### src/rtl/psum_writeback_if.sv
// -----------------------------------------------------------------------------
// psum_writeback_if
// Groups the job-control, OFIFO and psum-SRAM signals of the partial-sum
// writeback engine.
//   master : the writeback engine (drives ofifo_rd, SRAM controls, busy, done)
//   slave  : the surroundings (job launcher, OFIFO, SRAM)
// Signals:
//   start / acc_en / base_addr / num_words : job launch and job parameters
//   ofifo_valid / ofifo_dout / ofifo_rd    : OFIFO head and pop
//   sram_cen / sram_wen (active-low), sram_a, sram_d, sram_q : psum SRAM port
//   busy / done                            : job status
// -----------------------------------------------------------------------------
interface psum_writeback_if #(
  parameter int col     = 8,
  parameter int psum_bw = 16,
  parameter int addr_w  = 11
);
  logic                     start;
  logic                     acc_en;
  logic [addr_w-1:0]        base_addr;
  logic [addr_w-1:0]        num_words;
  logic                     ofifo_valid;
  logic [col*psum_bw-1:0]   ofifo_dout;
  logic                     ofifo_rd;
  logic                     sram_cen;
  logic                     sram_wen;
  logic [addr_w-1:0]        sram_a;
  logic [col*psum_bw-1:0]   sram_d;
  logic [col*psum_bw-1:0]   sram_q;
  logic                     busy;
  logic                     done;

  modport master (
    input  start, acc_en, base_addr, num_words, ofifo_valid, ofifo_dout, sram_q,
    output ofifo_rd, sram_cen, sram_wen, sram_a, sram_d, busy, done
  );

  modport slave (
    output start, acc_en, base_addr, num_words, ofifo_valid, ofifo_dout, sram_q,
    input  ofifo_rd, sram_cen, sram_wen, sram_a, sram_d, busy, done
  );
endinterface

### src/rtl/psum_writeback.sv
// -----------------------------------------------------------------------------
// psum_writeback
// Drains partial-sum rows from the OFIFO into the psum SRAM, either as a plain
// overwrite (one word per cycle) or as a read-add-write accumulation with
// per-lane signed saturation (three cycles per word).
// Ports:
//   clk   : clock, rising edge
//   reset : asynchronous, active-low reset
//   bus   : psum_writeback_if.master (job control, OFIFO, SRAM, status)
// -----------------------------------------------------------------------------
module psum_writeback #(
  parameter int col     = 8,
  parameter int psum_bw = 16,
  parameter int addr_w  = 11
) (
  input  logic                 clk,
  input  logic                 reset,
  psum_writeback_if.master     bus
);

  localparam int W = col * psum_bw;
  localparam logic signed [psum_bw-1:0] LANE_MAX = {1'b0, {(psum_bw-1){1'b1}}};
  localparam logic signed [psum_bw-1:0] LANE_MIN = {1'b1, {(psum_bw-1){1'b0}}};

  typedef enum logic [2:0] {
    S_IDLE  = 3'd0,
    S_XFER  = 3'd1,
    S_RDOLD = 3'd2,
    S_WRSUM = 3'd3,
    S_DONE  = 3'd4
  } state_t;

  state_t            r_state;
  state_t            w_next;
  logic              r_acc;
  logic [addr_w-1:0] r_base;
  logic [addr_w-1:0] r_num;
  logic [addr_w-1:0] r_cnt;
  logic [W-1:0]      r_hold;
  logic [W-1:0]      r_old;

  logic [addr_w-1:0] w_addr;
  logic [addr_w-1:0] w_cnt_inc;
  logic              w_last;
  logic [W-1:0]      w_sum;

  // One extra bit catches overflow: the two top bits disagree only when the
  // true sum is out of range, and the top bit then gives the direction.
  function automatic logic signed [psum_bw-1:0] sat_add_lane(
    input logic signed [psum_bw-1:0] a,
    input logic signed [psum_bw-1:0] b
  );
    logic signed [psum_bw:0] s;
    s = {a[psum_bw-1], a} + {b[psum_bw-1], b};
    if (s[psum_bw] != s[psum_bw-1])
      return s[psum_bw] ? LANE_MIN : LANE_MAX;
    return s[psum_bw-1:0];
  endfunction

  function automatic logic [W-1:0] sat_add_word(
    input logic [W-1:0] a,
    input logic [W-1:0] b
  );
    logic [W-1:0] r;
    r = '0;
    for (int i = 0; i < col; i++)
      r[i*psum_bw +: psum_bw] = sat_add_lane(a[i*psum_bw +: psum_bw],
                                             b[i*psum_bw +: psum_bw]);
    return r;
  endfunction

  // Address wraps naturally at addr_w bits.
  assign w_addr    = r_base + r_cnt;
  assign w_cnt_inc = r_cnt + 1'b1;
  assign w_last    = (w_cnt_inc == r_num);
  assign w_sum     = sat_add_word(r_hold, r_old);

  // State register
  always_ff @(posedge clk or negedge reset) begin
    if (!reset) r_state <= S_IDLE;
    else        r_state <= w_next;
  end

  // Next-state logic
  always_comb begin
    w_next = r_state;
    case (r_state)
      S_IDLE:  if (bus.start) w_next = (bus.num_words == '0) ? S_DONE : S_XFER;
      S_XFER:  if (bus.ofifo_valid) begin
                 if (r_acc)       w_next = S_RDOLD;
                 else if (w_last) w_next = S_DONE;
               end
      S_RDOLD: w_next = S_WRSUM;
      S_WRSUM: w_next = w_last ? S_DONE : S_XFER;
      S_DONE:  w_next = S_IDLE;
      default: w_next = S_IDLE;
    endcase
  end

  // Outputs are decoded from state only (plus OFIFO valid in XFER), so an
  // asynchronous reset forces them to their idle values immediately.
  always_comb begin
    bus.ofifo_rd = 1'b0;
    bus.sram_cen = 1'b1;
    bus.sram_wen = 1'b1;
    bus.sram_a   = '0;
    bus.sram_d   = '0;
    bus.busy     = (r_state != S_IDLE);
    bus.done     = 1'b0;
    case (r_state)
      S_XFER: begin
        bus.sram_a = w_addr;
        if (bus.ofifo_valid) begin
          bus.ofifo_rd = 1'b1;
          bus.sram_cen = 1'b0;
          bus.sram_wen = r_acc;     // accumulate reads the old value first
          bus.sram_d   = r_acc ? '0 : bus.ofifo_dout;
        end
      end
      S_RDOLD: bus.sram_a = w_addr;
      S_WRSUM: begin
        bus.sram_cen = 1'b0;
        bus.sram_wen = 1'b0;
        bus.sram_a   = w_addr;
        bus.sram_d   = w_sum;
      end
      S_DONE:  bus.done = 1'b1;
      default: ;
    endcase
  end

  // Job registers and datapath
  always_ff @(posedge clk or negedge reset) begin
    if (!reset) begin
      r_acc  <= 1'b0;
      r_base <= '0;
      r_num  <= '0;
      r_cnt  <= '0;
      r_hold <= '0;
      r_old  <= '0;
    end else begin
      case (r_state)
        S_IDLE: if (bus.start) begin
          r_acc  <= bus.acc_en;
          r_base <= bus.base_addr;
          r_num  <= bus.num_words;
          r_cnt  <= '0;
        end
        S_XFER: if (bus.ofifo_valid) begin
          if (r_acc) r_hold <= bus.ofifo_dout;
          else       r_cnt  <= w_cnt_inc;
        end
        S_RDOLD: r_old <= bus.sram_q;   // read issued in XFER returns now
        S_WRSUM: r_cnt <= w_cnt_inc;
        default: ;
      endcase
    end
  end

endmodule

### src/flat_wrapper.sv
// flat-port wrapper written by rule: the top's interface ports become plain ports
module psum_writeback_flat 
#(
  parameter int col     = 8,
  parameter int psum_bw = 16,
  parameter int addr_w  = 11
)
  (clk, reset, bus_start, bus_acc_en, bus_base_addr, bus_num_words, bus_ofifo_valid, bus_ofifo_dout, bus_sram_q, bus_ofifo_rd, bus_sram_cen, bus_sram_wen, bus_sram_a, bus_sram_d, bus_busy, bus_done);
  psum_writeback_if #(.col(col), .psum_bw(psum_bw), .addr_w(addr_w)) bus_i ();
  input  logic clk;
  input  logic reset;
  input wire logic [$bits(bus_i.start)-1:0] bus_start;
  input wire logic [$bits(bus_i.acc_en)-1:0] bus_acc_en;
  input wire logic [$bits(bus_i.base_addr)-1:0] bus_base_addr;
  input wire logic [$bits(bus_i.num_words)-1:0] bus_num_words;
  input wire logic [$bits(bus_i.ofifo_valid)-1:0] bus_ofifo_valid;
  input wire logic [$bits(bus_i.ofifo_dout)-1:0] bus_ofifo_dout;
  input wire logic [$bits(bus_i.sram_q)-1:0] bus_sram_q;
  output wire logic [$bits(bus_i.ofifo_rd)-1:0] bus_ofifo_rd;
  output wire logic [$bits(bus_i.sram_cen)-1:0] bus_sram_cen;
  output wire logic [$bits(bus_i.sram_wen)-1:0] bus_sram_wen;
  output wire logic [$bits(bus_i.sram_a)-1:0] bus_sram_a;
  output wire logic [$bits(bus_i.sram_d)-1:0] bus_sram_d;
  output wire logic [$bits(bus_i.busy)-1:0] bus_busy;
  output wire logic [$bits(bus_i.done)-1:0] bus_done;
  assign bus_i.start = bus_start;
  assign bus_i.acc_en = bus_acc_en;
  assign bus_i.base_addr = bus_base_addr;
  assign bus_i.num_words = bus_num_words;
  assign bus_i.ofifo_valid = bus_ofifo_valid;
  assign bus_i.ofifo_dout = bus_ofifo_dout;
  assign bus_i.sram_q = bus_sram_q;
  assign bus_ofifo_rd = bus_i.ofifo_rd;
  assign bus_sram_cen = bus_i.sram_cen;
  assign bus_sram_wen = bus_i.sram_wen;
  assign bus_sram_a = bus_i.sram_a;
  assign bus_sram_d = bus_i.sram_d;
  assign bus_busy = bus_i.busy;
  assign bus_done = bus_i.done;
  psum_writeback #(.col(col), .psum_bw(psum_bw), .addr_w(addr_w)) u_core (.clk(clk), .reset(reset), .bus(bus_i));
endmodule
### config.mk
export PLATFORM = sky130hd
export DESIGN_NAME = psum_writeback_flat
export DESIGN_NICKNAME = d
export VERILOG_FILES = /design/src/rtl/psum_writeback_if.sv /design/src/rtl/psum_writeback.sv /design/src/flat_wrapper.sv
export SDC_FILE = /design/constraint.sdc
export NUM_CORES = 1
export LEC_CHECK = 0
export ABC_AREA = 1
export CORE_MARGIN = 2
export CORE_UTILIZATION = 40
export CTS_BUF_LIST = sky130_fd_sc_hd__clkbuf_16
export DETAILED_ROUTE_END_ITERATION = 10
export DONT_BUFFER_PORTS = 1
export PLACE_DENSITY = 0.63
export REMOVE_ABC_BUFFERS = 1
export SKIP_CTS_REPAIR_TIMING = 1
export SLEW_MARGIN = 10
export SYNTH_ARGS = -nofsm -noshare
export SYNTH_HDL_FRONTEND = slang
export SYNTH_SLANG_ARGS = --single-unit
### constraint.sdc
create_clock -name clk -period 5.1 [get_ports clk]
set_clock_uncertainty 0.2 [all_clocks]
set_input_delay 0.765 -clock clk [delete_from_list [all_inputs] [get_ports clk]]
set_output_delay 0.765 -clock clk [all_outputs]
set_load 0.1 [all_outputs]
* Word-level counts from Yosys, hierarchy flattened
Index checks and enable logic that the tools add are counted.
** Storage, ports and cells
- Logic and storage cells :: 97
- Input bits :: 283
- Bits in registers :: 293
- Output and inout port bits :: 144
** Cells by class
- Equal/unequal tests :: 17
- Muxes and demuxes :: 54
- Reduce and logical (&&, ||, !) cells :: 9
- Add/sub/neg operators :: 10
** Operators with widths (count)
- $mux 16 :: 24
- $mux 128 :: 2
- $pmux 128 s2 :: 1
- $add 16x16->17 :: 8
- $mux 11 :: 4
- $pmux 11 s3 :: 1
- $mux 3 :: 6
- $mux 1 :: 13
- $pmux 3 s4 :: 1
- $add 11x1->11 const B :: 1
- $add 11x11->11 :: 1
- $eq 11x11->1 :: 1
- $logic_not 11->1 :: 1
- $ne 1x1->1 :: 8
- $eq 3x2->1 const B :: 2
- $ne 2x2->1 const B :: 3
- $reduce_and 3->1 :: 2
- $reduce_bool 3->1 :: 2
- $pmux 1 s2 :: 2
- $reduce_and 4->1 :: 1
- $eq 3x1->1 const B :: 1
- $eq 3x3->1 const B :: 1
- $logic_not 3->1 :: 1
- $ne 3x1->1 const B :: 1
- other kinds (2) :: 2

* Longest topological paths before layout
Gate-level depths: netlist (run 1).
- Word-level depth :: 6
- Mapped depth :: 16
- Depth with buffers taken out :: 16

* Worst setup path after synthesis (run 1)
No wires, ideal clock.
- Path type :: input -> output
- Start :: in bus_ofifo_valid
- End :: out bus_sram_wen
- Cell stages on the path :: 3
- Arrival :: 4.219 ns
- Slack :: -0.084 ns
- Cells stage by stage :: o21ai_0 nor2_1 inv_1
** Between the ends
- Cells in the longest elaborated chain, start to end :: 2
** Ends and longest elaborated chain
- start: declaration :: RTL line flat_wrapper.sv:16 : input wire logic [$bits(bus_i.ofifo_valid)-1:0] bus_ofifo_valid;
- $mux 1 :: RTL line psum_writeback.sv:113 : if (bus.ofifo_valid) begin
- $pmux 1 s2 :: RTL line psum_writeback.sv:110 : case (r_state)
- end: declaration :: RTL line flat_wrapper.sv:21 : output wire logic [$bits(bus_i.sram_wen)-1:0] bus_sram_wen;
No other way between the ends.

* Worst setup path after layout (run 1)
- Start :: reg u_core.r_old[48]
- End :: out bus_sram_d[61]
** Between the ends
- Cells in the longest elaborated chain, start to end :: 5
** Ends and longest elaborated chain
- start: declaration :: RTL line psum_writeback.sv:40 : logic [W-1:0] r_old;
- start signal: assignment :: RTL line psum_writeback.sv:153 : S_RDOLD: r_old <= bus.sram_q;
- $add 16x16->17 (*) :: RTL line psum_writeback.sv:54 : s = {a[psum_bw-1], a} + {b[psum_bw-1], b};
- $mux 16 or $ne 1x1->1 (tied branches) :: RTL line psum_writeback.sv:56, psum_writeback.sv:55
- $mux 16 or $mux 1 (tied branches) :: RTL line psum_writeback.sv:55 : if (s[psum_bw] != s[psum_bw-1])
- $mux 16 (*) :: RTL line psum_writeback.sv:57 : return s[psum_bw-1:0];
- $pmux 128 s2 (*) :: RTL line psum_writeback.sv:110
- end: declaration :: RTL line flat_wrapper.sv:23 : output wire logic [$bits(bus_i.sram_d)-1:0] bus_sram_d;
Mark *: on every way between the ends. The rest lies on a longest branch, timed or not. The select of a mux whose other input is x is not followed.

==> metrics.txt, run 1 <==
register area share after synthesis=34.6%; Place WS=685 ps; DRT Pass-1 Iters=5; Initial DRC Count=1156; Port Buffers=0; initial core utilization=40.4%; unrepaired setup endpoints after global routing=false; GRT overflow=0; Clock transition at path regs=60 ps; slowest CP cell=fa_1; Core Util, Final=48.7%; final net count=3324; Gate Count Post-Synth=2785; CTS root buf=clkbuf_16; WP data required=4140 ps; FF-to-FF Start=u_core.r_state[0]; post-synth top area cell=dfrtp_1; all-layer global routing usage=24.1%; ys flop type=dfrtp_1; pin count of the biggest net entering global routing=294; unique cell type count in the Yosys netlist=47; failing checks=negative hold slack; Yosys reg bits=293; CP peak stage delay=420 ps; Cell Area, Synth=21200 sq um; Hold Slack=-291 ps; Tcrit/Tclk final=94.4%; hpwl dp=50.5 mm; EDFF count, synth=0; num rows=84; DRC=0; total CTS buffers=38; R2R Setup Slk=1930 ps; post-synth top area share=34.6%; WL final=67.2 mm; total number of vias=19096; HP Class=input pin to asynchronous set/reset pin; startpoint types=register; setup ws final=285 ps; vias per cell=5.30; fill count=5023; GP Congestion=0.921; I/O pins=427; Commonest cells post-synth=nand2_1, dfrtp_1, nand3_1, inv_1, a21oi_1; Slew @ Worst Pin=1210 ps; Setup Viol. Count Final=0; core area=52400 sq um; r2r endpoint=u_core.r_base[0]; CP Capture Type=output port; die area=54900 sq um; Max Buffers Root-to-Sink=3; number of global-route vias before repair=19254; Crit Path Max Fanout=8; CTS tree=built; antenna viol nets, final=0; worst-case reg-to-reg path depth=5; minimum clock period=4810 ps; CP Cell Sequence=ha_1 > fa_1 > nand3_1 > nand2_1 > a21boi_2 > o21ai_0 > nand2_1 > nand3_1 > and2_1 > ha_4 > clkinvlp_4 > nand3_1 > nand3_1 > nand2_1 > buf_12; Worst Setup EP=bus_sram_d[61]; asr flop ratio synth=100%; Worst-Skew Late Latency=560 ps; synth top area cells=dfrtp_1, nand2_1, ha_1; DIE WIDTH=234 microns; global-route wire length before repair=104 mm; die height=234 microns; Slew Viols, Final=0; DR WL/cell=18.6 microns; proportion of layout cells with a drive suffix above 1=14.1%; CP startpoint=u_core.r_old[48]; Avg Cell Area, Syn=7.61 sq um; Hold Vio Cnt, Final=293; Final Non-Filler Cells=3603; Ys Warns=0; Top cell by count, worst path=nand3_1; MaxCap Viol Count=0; clk sinks=293; Area growth, synth to finish=20.5%; antenna violations before repair=5; placed cell count=3532; Slew headroom=19.3%; CTS HTree Levels=2; Fmax achieved=0.208 GHz; run status=finished with violations; Crit Path Class=register to output port; count leader, synth=nand2_1; CP arrival=3850 ps
registers in the layout (all words and copies together) (netlist names):
signal	flops
u_core.r_hold	128
u_core.r_old	128
u_core.r_base	11
u_core.r_cnt	11
u_core.r_num	11
u_core.r_state	3
u_core.r_acc	1
worst max-delay path: cells and delay by family (launching register included):
kind                     cells  cell delay [ps]
AO/OA/AOI/OAI                2              430
adder cells (fa/ha/maj)      3             1040
buffers and inverters        2              370
flip-flops                   1              380
AND/OR/NAND/NOR              8             1070
stage by stage:
step / TNS (ps) / area, sq um / hold slack (ps)
after floorplan: -395960 / 20700 / 248
after global placement: 0 / 24300 / 263
after detailed placement: 0 / 24300 / 267
after CTS: 0 / 25500 / -323
after global routing: 0 / 25600 / -331
final: 0 / 25600 / -291
layer usage:
layer / vias to the layer above / global-route usage [%] / share of wire, %
met2: 571 / 38.6 / 46
met1: 9011 / 31.9 / 44
met3: 128 / 6.16 / 7.8
met4: 10 / 7.36 / 2.7
li1: 9376 / - / -
met5: - / 0 / 0.10
cell usage in the layout (no fill, tap or decap), drive strengths merged, types with 9 or more instances in the layout:
cell type / count
a21boi: 10
a21o: 21
a21oi: 160
buf: 142
clkbuf: 38
clkinv: 21
dfrtp: 293
fa: 9
ha: 147
inv: 201
mux2: 134
nand2: 1038
nand3: 261
nand3b: 10
nand4: 19
nor2: 133
nor3: 12
o21ai: 116
o21bai: 18
o22ai: 10
or2: 26
xnor2: 28
xor2: 33
kinds of logic after synthesis:
kind of cell	after synthesis	share of synthesized area, %
and+or+nand+nor	1502	29.1
AOI/OAI and AO/OA	355	9.34
DFF	293	34.6
buffers and inverters	284	5.90
adders and majority gates	156	9.52
muxes	134	9.06
xor gates and xnor gates	61	2.52
cell type report:
cell class              count  area, sq um  share of cell area [%]
diodes                      1         2.50                 0.00979
clock inverters            31          282                    1.10
repair inverters            1         7.51                  0.0294
repair buffers            142         2610                    10.2
clock buffers              38          951                    3.72
flip-flops and latches    293         7330                    28.7
multi-input cells        2208        12700                    49.9
well taps                 688          861                    3.37
inverters                 201          767                    3.00
worst min path at each step:
stage                       end  slack (ps)  depth (start not counted)
2_1_floorplan   u_core.r_old[0]         250                          2
3_3_place_gp    u_core.r_old[4]         260                          2
3_5_place_dp   u_core.r_old[36]         270                          2
4_1_cts        u_core.r_old[29]        -320                          0
5_1_grt        u_core.r_old[72]        -330                          0
6_report       u_core.r_old[70]        -290                          0
Power of run 1 is not shown: default switching activity piles up to over one toggle a cycle in this logic, so the estimate is an artifact.
==> inputs of run 2 (changes only) <==
- ABC_CLOCK_PERIOD_IN_PS: not set -> 4300
- CORE_ASPECT_RATIO: not set -> 1.75
- PLACE_DENSITY: 0.63 -> 0.65
- clock period: 5.1 -> 4.3 ns (I/O delays scaled with it)
==> metrics.txt, run 2 (same netlist as run 1, synthesis figures left out) <==
failing checks=negative hold slack, negative setup slack; unrepaired setup endpoints after global routing=true; Slew Viols, Final=0 (unchanged); setup ws final=-47.3 ps (-332 ps); r2r endpoint=u_core.r_hold[67]; biggest registers after layout=u_core.r_hold: 128 flops, u_core.r_old: 128 flops; commonest non-fill, non-tap cells in the layout=nand2_1, dfrtp_1, nand3_1; Max Buffers Root-to-Sink=3 (unchanged); Area growth, synth to finish=39.6%; vias per cell=5.39 (+1.7%); CTS root buf=clkbuf_16; worst-case reg-to-reg path depth=8 (+3); Slew headroom=18.4% (-0.85 points); minimum clock period=4350 ps; CP arrival=3500 ps (-350 ps); GRT overflow=0 (unchanged); Crit Path Class=register to output port; die area=54900 sq um (+0.13%); placed cell count=3536 (+0.11%); Bufs and invs on worst path=2 (unchanged); MaxCap Viol Count=0 (unchanged); Initial DRC Count=1256 (+8.7%); hpwl dp=51.0 mm (+0.85%); Crit Path Max Fanout=9 (+1); Clock transition at path regs=70 ps (about the same); Post-DP Area=24500 sq um (+0.84%); final net count=3636 (+9.4%); clk sinks=293 (unchanged); DR WL/cell=19.0 microns (+2.2%); Place WS=80.9 ps (-604 ps); GP Congestion=0.928 (+0.84%); met3 wire len=4.20 mm (-20%); FF-to-FF Start=u_core.r_state[0]; Final Non-Filler Cells=3907 (+8.4%); CP startpoint=u_core.r_hold[48]; CTS tree=built; WL final=74.4 mm (+11%); CTS HTree Levels=1 (-1); DRT Pass-1 Iters=7 (+2); antenna viol nets, final=0 (unchanged); total CTS buffers=31 (-18%); fin area=29600 sq um (+16%); Top Layer Used=met5; all-layer global routing usage=24.4% (+0.35 points); Slew @ Worst Pin=1220 ps (+12.0 ps); Hold Vio Cnt, Final=293 (unchanged); Setup Viol. Count Final=5 (+5); slowest CP cell=dfrtp_1; total number of vias=21066 (+10%); commonest non-fill, non-tap cell in the layout=nand2_1; num rows=111 (+32%); number of global-route vias before repair=20435 (+6.1%); M1 WL=27.3 mm (-7.0%); Tcrit/Tclk final=101%; WL met2=38.9 mm (+27%); HP Class=input pin to asynchronous set/reset pin; DIE WIDTH=178 microns (-24%); WP data required=3450 ps (-690 ps); DRC=0 (unchanged); I/O pins=427 (unchanged); run status=finished with violations; R2R Setup Slk=1520 ps (-410 ps); delay-heaviest family, CP=adder cells; Fmax achieved=0.230 GHz; CP Cell Sequence=ha_4 > fa_2 > nand3_2 > nand2_4 > a21boi_4 > o21ai_2 > nand2_1 > nand3_2 > and2_4 > ha_4 > clkinvlp_4 > nand3_1 > nand3_1 > nand2_2 > buf_12; global-route wire length before repair=107 mm (+2.4%); Worst-Skew Late Latency=610 ps (+50 ps); pin count of the biggest net entering global routing=294 (unchanged); die height=309 microns (+32%); CP peak stage delay=420 ps (about the same); antenna violations before repair=7 (+2); proportion of layout cells with a drive suffix above 1=20.6% (+6.5 points); CP Capture Type=output port; startpoint types=register; Hold Slack=-468 ps (-177 ps); core area=52400 sq um (-0.16%); initial core utilization=40.5% (+0.067 points); setup_tns=-124 ps (-124 ps); Port Buffers=0 (unchanged)
==> run 2: cell types whose count changed in the layout (fill, tap and decap cells not counted), moves of 12 or more <==
cell / change
a21oi_1: -22
a21oi_2: +19
buf_12: +12
buf_4: +59
dlygate4sd3_1: +240
ha_1: -48
ha_4: +43
nand2_1: -62
nand2_2: +57
nand3_1: -17
nand3_2: +16
o21ai_0: -17
==> run 2: area by class of cell <==
| cell class | instances | area [sq um] |
|---|---|---|
| Clock buffer | 31 | 776 |
| Sequential cell | 293 | 7330 |
| Antenna cell | 8 | 20.0 |
| Multi-Input combinational cell | 2211 | 13900 |
| Clock inverter | 26 | 219 |
| Timing Repair inverter | 3 | 22.5 |
| Tap cell | 678 | 848 |
| Fill cell | 4446 | 22800 |
| Timing Repair Buffer | 456 | 5720 |
| Inverter | 201 | 779 |
==> run 2: how the worst max path moves through the flow <==
stage / end / slack (ps) / cells past startpoint
global route: bus_sram_d[60] / -250 / 16
global placement: bus_sram_d[6] / 150 / 14
CTS: bus_sram_d[51] / -590 / 15
detailed placement: bus_sram_d[51] / 80 / 15
floorplan: u_core.r_old[0] / -3120 / 6
finish: bus_sram_d[54] / -50 / 15
==> run 2: through the flow <==
stage	util, %	hold WS, ps
after floorplan	-	149
after global placement	46.8	155
after detailed placement	46.8	155
after CTS	48.7	-504
after global routing	56.5	-492
final	56.5	-468
==> run 2: metal layers <==
metal / global-route usage, % / up-vias
li1: - / 10003
met3: 5.00 / 252
met2: 44.9 / 766
met1: 25.6 / 10041
met5: 0 / -
met4: 13.6 / 4
Power of run 2 is left out for the same reason.
